File: src/rtl/asg_pkg.sv
// Shared widths and types for the ASG keystream byte packer.
package asg_pkg;

   localparam int unsigned BYTE_W     = 8;
   localparam int unsigned FIFO_DEPTH = 2;
   localparam int unsigned CNT_W      = $clog2(BYTE_W);
   localparam int unsigned FILL_W     = $clog2(FIFO_DEPTH + 1);

   typedef logic [BYTE_W-1:0] byte_t;

   // Von Neumann pair tracker: waiting for first bit of a pair, or holding it.
   typedef enum logic {
      IDLE       = 1'b0,
      HAVE_FIRST = 1'b1
   } vn_state_t;

endpackage

File: src/rtl/asg_vn_debias.sv
// Von Neumann debias stage: 01 -> 0, 10 -> 1, 00/11 dropped; one registered bit per cycle.
// Instantiated by asg_byte_packer only when ASG_VN_DEBIAS_EN is defined.
module asg_vn_debias
   import asg_pkg::*;
(
   input  logic clk,
   input  logic rst_n,
   input  logic ena,
   input  logic bit_in,
   input  logic bit_valid,
   output logic bit_out,
   output logic bit_out_valid
);

   vn_state_t r_state;
   logic      r_first;
   logic      r_bit_out;
   logic      r_bit_out_valid;

   // With ena low everything holds, so a pending output bit survives until the packer can take it.
   always_ff @(posedge clk or negedge rst_n) begin
      if (!rst_n) begin
         r_state         <= IDLE;
         r_first         <= 1'b0;
         r_bit_out       <= 1'b0;
         r_bit_out_valid <= 1'b0;
      end else if (ena) begin
         r_bit_out_valid <= 1'b0;
         if (bit_valid) begin
            case (r_state)
               IDLE: begin
                  r_first <= bit_in;
                  r_state <= HAVE_FIRST;
               end
               HAVE_FIRST: begin
                  r_state <= IDLE;
                  if (r_first != bit_in) begin
                     r_bit_out       <= r_first;
                     r_bit_out_valid <= 1'b1;
                  end
               end
               default: r_state <= IDLE;
            endcase
         end
      end
   end

   assign bit_out       = r_bit_out;
   assign bit_out_valid = r_bit_out_valid;

endmodule

File: src/rtl/asg_byte_packer.sv
// Packs ASG keystream bits MSB-first into bytes and queues them in a 2-entry output FIFO.
// Define ASG_VN_DEBIAS_EN to insert the von Neumann debias stage ahead of the packer.
module asg_byte_packer
   import asg_pkg::*;
(
   input  logic              clk,
   input  logic              rst_n,
   input  logic              ena,
   input  logic              bit_in,
   input  logic              bit_valid,
   output logic [BYTE_W-1:0] byte_out,
   output logic              byte_valid,
   input  logic              byte_ready,
   output logic              overflow,
   output logic [FILL_W-1:0] fill
);

   localparam logic [CNT_W-1:0]  CNT_LAST  = CNT_W'(BYTE_W - 1);
   localparam logic [FILL_W-1:0] FILL_ZERO = FILL_W'(0);
   localparam logic [FILL_W-1:0] FILL_ONE  = FILL_W'(1);
   localparam logic [FILL_W-1:0] FILL_FULL = FILL_W'(FIFO_DEPTH);

   logic  w_bit;
   logic  w_bit_valid;
   logic  w_accept;
   logic  w_push;
   logic  w_pop;
   byte_t w_byte;

   byte_t             r_shreg;
   logic [CNT_W-1:0]  r_cnt;
   byte_t             r_head;
   byte_t             r_tail;
   logic [FILL_W-1:0] r_fill;
   logic              r_valid;
   logic              r_overflow;

`ifdef ASG_VN_DEBIAS_EN
   asg_vn_debias u_vn_debias (
      .clk           (clk),
      .rst_n         (rst_n),
      .ena           (ena),
      .bit_in        (bit_in),
      .bit_valid     (bit_valid),
      .bit_out       (w_bit),
      .bit_out_valid (w_bit_valid)
   );
`else
   assign w_bit       = bit_in;
   assign w_bit_valid = bit_valid;
`endif

   assign w_accept = ena && w_bit_valid;
   assign w_push   = w_accept && (r_cnt == CNT_LAST);
   assign w_pop    = r_valid && byte_ready;
   assign w_byte   = {r_shreg[BYTE_W-2:0], w_bit};

   // Shift register and bit counter; the counter wraps on the byte-completing bit.
   always_ff @(posedge clk or negedge rst_n) begin
      if (!rst_n) begin
         r_shreg <= '0;
         r_cnt   <= '0;
      end else if (w_accept) begin
         r_shreg <= w_byte;
         r_cnt   <= r_cnt + CNT_W'(1);
      end
   end

   // Two-entry FIFO with registered head; an empty FIFO always presents 8'h00.
   always_ff @(posedge clk or negedge rst_n) begin
      if (!rst_n) begin
         r_head     <= '0;
         r_tail     <= '0;
         r_fill     <= FILL_ZERO;
         r_valid    <= 1'b0;
         r_overflow <= 1'b0;
      end else if (w_push && w_pop) begin
         if (r_fill == FILL_FULL) begin
            r_head <= r_tail;
            r_tail <= w_byte;
         end else begin
            r_head <= w_byte;
         end
      end else if (w_push) begin
         if (r_fill == FILL_ZERO) begin
            r_head  <= w_byte;
            r_fill  <= FILL_ONE;
            r_valid <= 1'b1;
         end else if (r_fill == FILL_ONE) begin
            r_tail <= w_byte;
            r_fill <= FILL_FULL;
         end else begin
            r_overflow <= 1'b1;
         end
      end else if (w_pop) begin
         if (r_fill == FILL_FULL) begin
            r_head <= r_tail;
            r_tail <= '0;
            r_fill <= FILL_ONE;
         end else begin
            r_head  <= '0;
            r_fill  <= FILL_ZERO;
            r_valid <= 1'b0;
         end
      end
   end

   assign byte_out   = r_head;
   assign byte_valid = r_valid;
   assign overflow   = r_overflow;
   assign fill       = r_fill;

endmodule

File: config.mk
export PLATFORM = sky130hd
export DESIGN_NAME = asg_byte_packer
export DESIGN_NICKNAME = d
export VERILOG_FILES = /design/src/rtl/asg_pkg.sv /design/src/rtl/asg_vn_debias.sv /design/src/rtl/asg_byte_packer.sv
export SDC_FILE = /design/constraint.sdc
export NUM_CORES = 1
export LEC_CHECK = 0
export ABC_AREA = 1
export CAP_MARGIN = 20
export CELL_PAD_IN_SITES_DETAIL_PLACEMENT = 1
export CELL_PAD_IN_SITES_GLOBAL_PLACEMENT = 1
export CORE_MARGIN = 4
export CORE_UTILIZATION = 43
export CTS_CLUSTER_SIZE = 28
export DETAILED_ROUTE_END_ITERATION = 16
export PLACE_DENSITY = 0.9
export SYNTH_ARGS = -nofsm -noshare
export SYNTH_HDL_FRONTEND = slang
export SYNTH_SLANG_ARGS = --single-unit
File: constraint.sdc
create_clock -name clk -period 3.3 [get_ports clk]
set_input_delay 0.495 -clock clk [delete_from_list [all_inputs] [get_ports clk]]
set_output_delay 0.495 -clock clk [all_outputs]
set_load 0.05 [all_outputs]
==> results.py, run 1 <==
metrics = {
    "timing": {
        "finalSetupViolCount": 0,
        "final_max_slew_viol_count": 0,
        "worst_slew_pin_slew_ps": 542,
        "max_freq_mhz": 421,
        "fin_crit_ps": 2370,
        "post-route-period-util": 0.720,
        "relSlewSlack": 0.639,
        "setup_tns_ps": 0,
        "skew_ps": 5.37,
        "finalHoldViolCount": 0,
        "rsz0062_at_grt": "no",
    },
    "floorplanning": {
        "pin_count": 18,
        "initial_utilization": 0.445,
        "die_area_um2": 4830,
        "fp-row-count": 22,
        "fp.coreArea_um2": 3660,
        "dieHeight_um": 69.5,
        "die_x_um": 69.5,
    },
    "worst_setup_path": {
        "crit_chain": "clkdlybuf4s50_1",
        "crit_start": "fill[1]",
        "cp_num_cells": 1,
        "cp_data_arrival_time_ps": 1880,
        "crit_required_ps": 2800,
        "r2r_cells": 12,
        "path_max_fanout": 14,
        "regToRegSetupSlack_ps": 930,
        "cp_num_buf_inv": 1,
        "cpPeakStageDelay_ps": 910,
        "cp_slowest_cell": "clkdlybuf4s50_1",
        "cp-start-kind": "flip-flop",
        "crit_path_end_kind": "output pin",
        "endpoint": "fill[1]",
        "r2r_end": "r_tail[5]",
        "r2r-start": "r_cnt[0]",
        "critical_path.top_delay_family": "buffers and inverters",
        "criticalPathCategory": "reg -> out",
    },
    "clock_network": {
        "cts_root_buf": "clkbuf_8",
        "cts.clk_slew.worst_paths_ps": 70,
        "cts-htree-levels": 2,
        "cts_resized": 0,
        "ctsHoldBuffers": 0,
        "clockBufferDepth": 2,
        "cts_buffers": 5,
        "cts_tree": "built",
        "cts_setup_buffers": 0,
        "clkSinkCount": 30,
        "clkLatencyLatePin_ps": 280,
    },
    "finish": {
        "seq_area_um2": 751,
        "syn2layout_area_growth_pct": 20.1,
        "layout-drive-gt1-share": 0.0868,
        "post-route-util": 0.534,
        "final_nets": 252,
        "multi_input_area_um2": 769,
        "antenna_cells": 0,
        "fill_cells": 473,
    },
    "logic_synthesis": {
        "synth_area_leader_cell": "dfrtp_1",
        "synthAdderAreaFrac": 0.0384,
        "synth_seq_cells": 30,
        "synth_simple_gate_area_frac": 0.380,
        "synth.yosys.seq_area_share": 0.461,
        "synth_cell_types": 23,
        "yosys_warnings": 0,
        "synth_area_leaders": "dfrtp_1 (46%), nand2_1 (19%), nand3_1 (9.8%), ha_1 (3.8%), nor2_1 (3.2%)",
        "synth_compound_area_frac": 0.0492,
        "syn_nets": 229,
        "synth_top_family_by_area": "simple AND/OR/NAND/NOR gates",
        "netlist_instances": 218,
        "synthMuxAreaShare": 0,
        "synth_top_cell_area_share": 0.461,
        "synth_area_um2": 1630,
        "synth-xor-area-share": 0.00538,
        "synth.avg_cell_area_um2": 7.47,
    },
    "pwr": {
        "irDropWorstVdd_uv": 380,
        "leakage_uw": 0.000982,
        "powerDensity_nw_per_um2": 636,
    },
    "detailed_routing": {
        "detail-route-antenna-nets": 0,
        "wl_um": 4200,
        "via_per_inst": 5.07,
        "num_vias": 1470,
        "drc": 0,
        "wl_per_cell_um": 14.5,
        "drt_iter0_markers": 60,
        "first_pass_iters": 4,
    },
    "grt": {
        "grt_pass1_vias": 1548,
        "grt_overflow": 0,
        "gr-usage-all-layers": 0.190,
        "grt_max_degree": 31,
        "grt_pass1_wl_um": 7320,
        "antenna_found_initial": 0,
    },
    "placed_design": {
        "gp_routability_congestion": 0.883,
        "hpwlAfterDp_um": 3090,
        "port_buffers": 17,
    },
    "min_path": {
        "hold_path.class": "reg -> reg",
    },
    "run": {
        "maxCapViolCount": 0,
    },
    "status": {
        "status": "completed",
    },
}
worst min-delay path by stage:
stage                        endpoint  depth (start not counted)   startpoint
after floorplan           byte_out[0]                          0        rst_n
after global placement    byte_out[3]                          2  byte_out[3]
after detailed placement  byte_out[2]                          2  byte_out[2]
after CTS                    r_cnt[0]                          1     r_cnt[0]
after global routing         r_cnt[0]                          1     r_cnt[0]
final                     byte_out[7]                          2  byte_out[7]
final cells by class:
cell class,count,area share
multi-input combinational,160,0.394
tap,48,0.0307
clock buffer,7,0.0442
timing repair buffer,20,0.0986
clock inverter,1,0.00256
sequential,30,0.384
inverter,24,0.0461
through the flow:
step / setup WS [ps] / hold slack (ps) / instances / cell area [µm²] / total power, µW
final: 926 / 478 / 290 / 1950 / 1240
after global routing: 742 / 504 / 290 / 1950 / 1320
after CTS: 927 / 486 / 290 / 1950 / 1250
after detailed placement: 783 / 469 / 282 / 1860 / 943
after global placement: 886 / 461 / 282 / 1860 / 925
after floorplan: 1250 / 199 / 218 / 1630 / 797
sequential cells by signal, summed over array words and instances (netlist names):
signal      count
overflow        1
r_shreg         7
fill            2
r_tail          8
byte_valid      1
byte_out        8
r_cnt           3
cells in the mapped netlist, drive strengths merged:
cell type  count
buf            2
o22ai          1
nor2          17
dfrtp         30
xnor2          1
nand3b         3
inv           16
o21ai          9
nand3         33
nand2         87
nor3           1
clkbuf         2
a21oi          2
ha             5
o21bai         1
clkinv         8
placed cells by master, fill, tap and decap left out, drive strengths merged, types with 3 or more instances in the layout:
cell type,count
clkinv,9
clkdlybuf4s50,17
buf,3
clkbuf,7
inv,16
nand3,33
nor2,17
nand2,87
o21ai,9
dfrtp,30
nand3b,3
ha,5
per-layer routing:
metal  GRT usage  up-vias  part of all wire
met4      0.0781        0             0.020
li1            -      731                 -
met2       0.300       22              0.49
met3      0.0493        9             0.033
met1       0.246      708              0.46
met5           0        -                 0
worst min-delay path: stages, from the launching register on:
cell and delay [ps]:
dfrtp_1 340, nand2_1 50, nand2_1 50
cells by family after synthesis:
family / count (synthesis)
adders and majority gates: 5
DFF: 30
xor gates and xnor gates: 1
buffers and inverters: 28
AOI/OAI and AO/OA: 13
and+or+nand+nor: 141
where the power goes:
part           leakage (µW)  switching, µW  total [µW]  internal, µW
clock             0.0000482            140         308           168
sequential         0.000401           78.6         507           429
combinational      0.000533            295         428           133
total              0.000982            514        1240           729
No activity file was read; power rests on OpenSTA's default activity.
==> inputs of run 2 (changes only) <==
Settings changed: CORE_UTILIZATION 43 to 36, PLACE_DENSITY 0.9 to 0.81.
Clock period 3.3 ns to 2.08 ns, I/O delays scaled along.
==> results.py, run 2 (synthesis gave the netlist of run 1 again) <==
metrics = {
    "worst_setup_path": {
        "crit_required_ps": 1770,
        "path_max_fanout": 7,
        "r2r-start": "r_cnt[0]",
        "crit_path_end_kind": "output pin",
        "r2r_cells": 11,
        "cp_num_cells": 1,
        "critical_path.top_delay_family": "buffers and inverters",
        "cpPeakStageDelay_ps": 860,
        "cp-start-kind": "flip-flop",
        "criticalPathCategory": "reg -> out",
        "cp_slowest_cell": "clkdlybuf4s50_1",
        "regToRegSetupSlack_ps": 160,
        "crit_chain": "clkdlybuf4s50_1",
        "endpoint": "fill[0]",
        "cp_num_buf_inv": 1,
        "cp_data_arrival_time_ps": 1640,
        "crit_start": "fill[0]",
        "r2r_end": "r_tail[4]",
    },
    "floorplanning": {
        "die_area_um2": 5660,
        "fp-row-count": 24,
        "fp.coreArea_um2": 4350,
        "die_x_um": 75.2,
        "pin_count": 18,
        "dieHeight_um": 75.2,
        "initial_utilization": 0.374,
    },
    "pwr": {
        "irDropWorstVdd_uv": 584,
        "powerDensity_nw_per_um2": 980,
        "leakage_uw": 0.00102,
    },
    "grt": {
        "globalRouteMet3Util": 0.0507,
        "grt-busiest-layer": "met2",
        "grt_max_degree": 31,
        "grt_pass1_wl_um": 7510,
        "grt_pass1_vias": 1570,
        "grt_use_met1": 0.226,
        "antenna_found_initial": 0,
        "grt_overflow": 0,
        "gr-usage-all-layers": 0.181,
        "grt_use_met2": 0.286,
    },
    "timing": {
        "fin_crit_ps": 1950,
        "relSlewSlack": 0.669,
        "final_max_slew_viol_count": 0,
        "worst_slew_pin_slew_ps": 495,
        "finalHoldViolCount": 0,
        "post-route-period-util": 0.939,
        "rsz0062_at_grt": "no",
        "max_freq_mhz": 512,
        "skew_ps": 4.74,
        "setup_tns_ps": 0,
        "finalSetupViolCount": 0,
    },
    "detailed_routing": {
        "via_per_inst": 4.97,
        "detail-route-antenna-nets": 0,
        "drt_iter0_markers": 79,
        "first_pass_iters": 4,
        "wl_um": 4260,
        "num_vias": 1502,
        "wl_per_cell_um": 14.1,
        "drc": 0,
    },
    "placed_design": {
        "dp_cells": 292,
        "port_buffers": 17,
        "hpwlAfterDp_um": 3000,
        "gp_routability_congestion": 0.852,
    },
    "clock_network": {
        "clockBufferDepth": 2,
        "cts-htree-levels": 2,
        "cts_root_buf": "clkbuf_8",
        "cts_buffers": 5,
        "clkLatencyLatePin_ps": 280,
        "clkSinkCount": 30,
        "cts_tree": "built",
        "cts.clk_slew.worst_paths_ps": 60,
    },
    "finish": {
        "final_cell_mix": "nand2_1 (83), nand3_1 (32), dfrtp_1 (30)",
        "layout-drive-gt1-share": 0.128,
        "fill_cells": 552,
        "final_nets": 261,
        "final_common_cell": "nand2_1",
        "post-route-util": 0.465,
        "fin_cells": 302,
        "syn2layout_area_growth_pct": 24.4,
        "antenna_cells": 0,
    },
    "min_path": {
        "hold_path.class": "in -> async",
    },
    "status": {
        "status": "completed",
    },
    "run": {
        "maxCapViolCount": 0,
    },
}
==> run 2: changes by cell type in the layout (fill, tap and decap cells not counted), sizes merged <==
| cell | delta |
|---|---|
| clkdlybuf4s50 | -1 |
| clkinv | -1 |
| buf | +10 |
==> run 2: what timing repair did <==
item / CTS / global route
hold endpoints to repair: 0 / 0
hold buffers: 0 / 0
resized for setup: 0 / 6
buffers inserted: 0 / 3
endpoints found under the setup margin: 0 / 17
==> run 2: cell type report <==
class	instances	area (µm²)	area share
multi-input cells	160	774	0.382
clock buffers	7	76.3	0.0377
flip-flops and latches	30	751	0.371
inverters	24	90.1	0.0445
well taps	52	65.1	0.0321
repair buffers	29	269	0.133
==> run 2: power breakdown <==
| group | switching (µW) | total [µW] | internal [µW] |
|---|---|---|---|
| clock | 213 | 443 | 230 |
| sequential | 83.4 | 765 | 681 |
| combinational | 523 | 777 | 255 |
==> run 2: stage by stage <==
| stage | setup slack, ps | power (µW) | area [µm²] | hold slack [ps] |
|---|---|---|---|---|
| 2_1_floorplan | 27.7 | 1260 | 1630 | 16.4 |
| 3_3_place_gp | 143 | 1500 | 1910 | 460 |
| 3_5_place_dp | 121 | 1540 | 1910 | 466 |
| 4_1_cts | 71.4 | 1990 | 1990 | 434 |
| 5_1_grt | 0.332 | 2140 | 2030 | 462 |
| 6_report | 127 | 1990 | 2030 | 418 |
==> run 2: how the worst min path moves through the flow <==
| stage | startpoint | endpoint | slack, ps |
|---|---|---|---|
| after floorplan | rst_n | byte_out[0] | 20 |
| after global placement | overflow | overflow | 460 |
| after detailed placement | byte_out[0] | byte_out[0] | 470 |
| after CTS | rst_n | fill[1] | 430 |
| after global routing | rst_n | byte_out[1] | 460 |
| final | rst_n | r_shreg[4] | 420 |
==> run 2: metal layers <==
| layer | part of all wire | wire, µm |
|---|---|---|
| met2 | 0.47 | 1980 |
| met4 | 0.039 | 167 |
| met5 | 0 | 0 |
| met3 | 0.043 | 183 |
| met1 | 0.45 | 1930 |
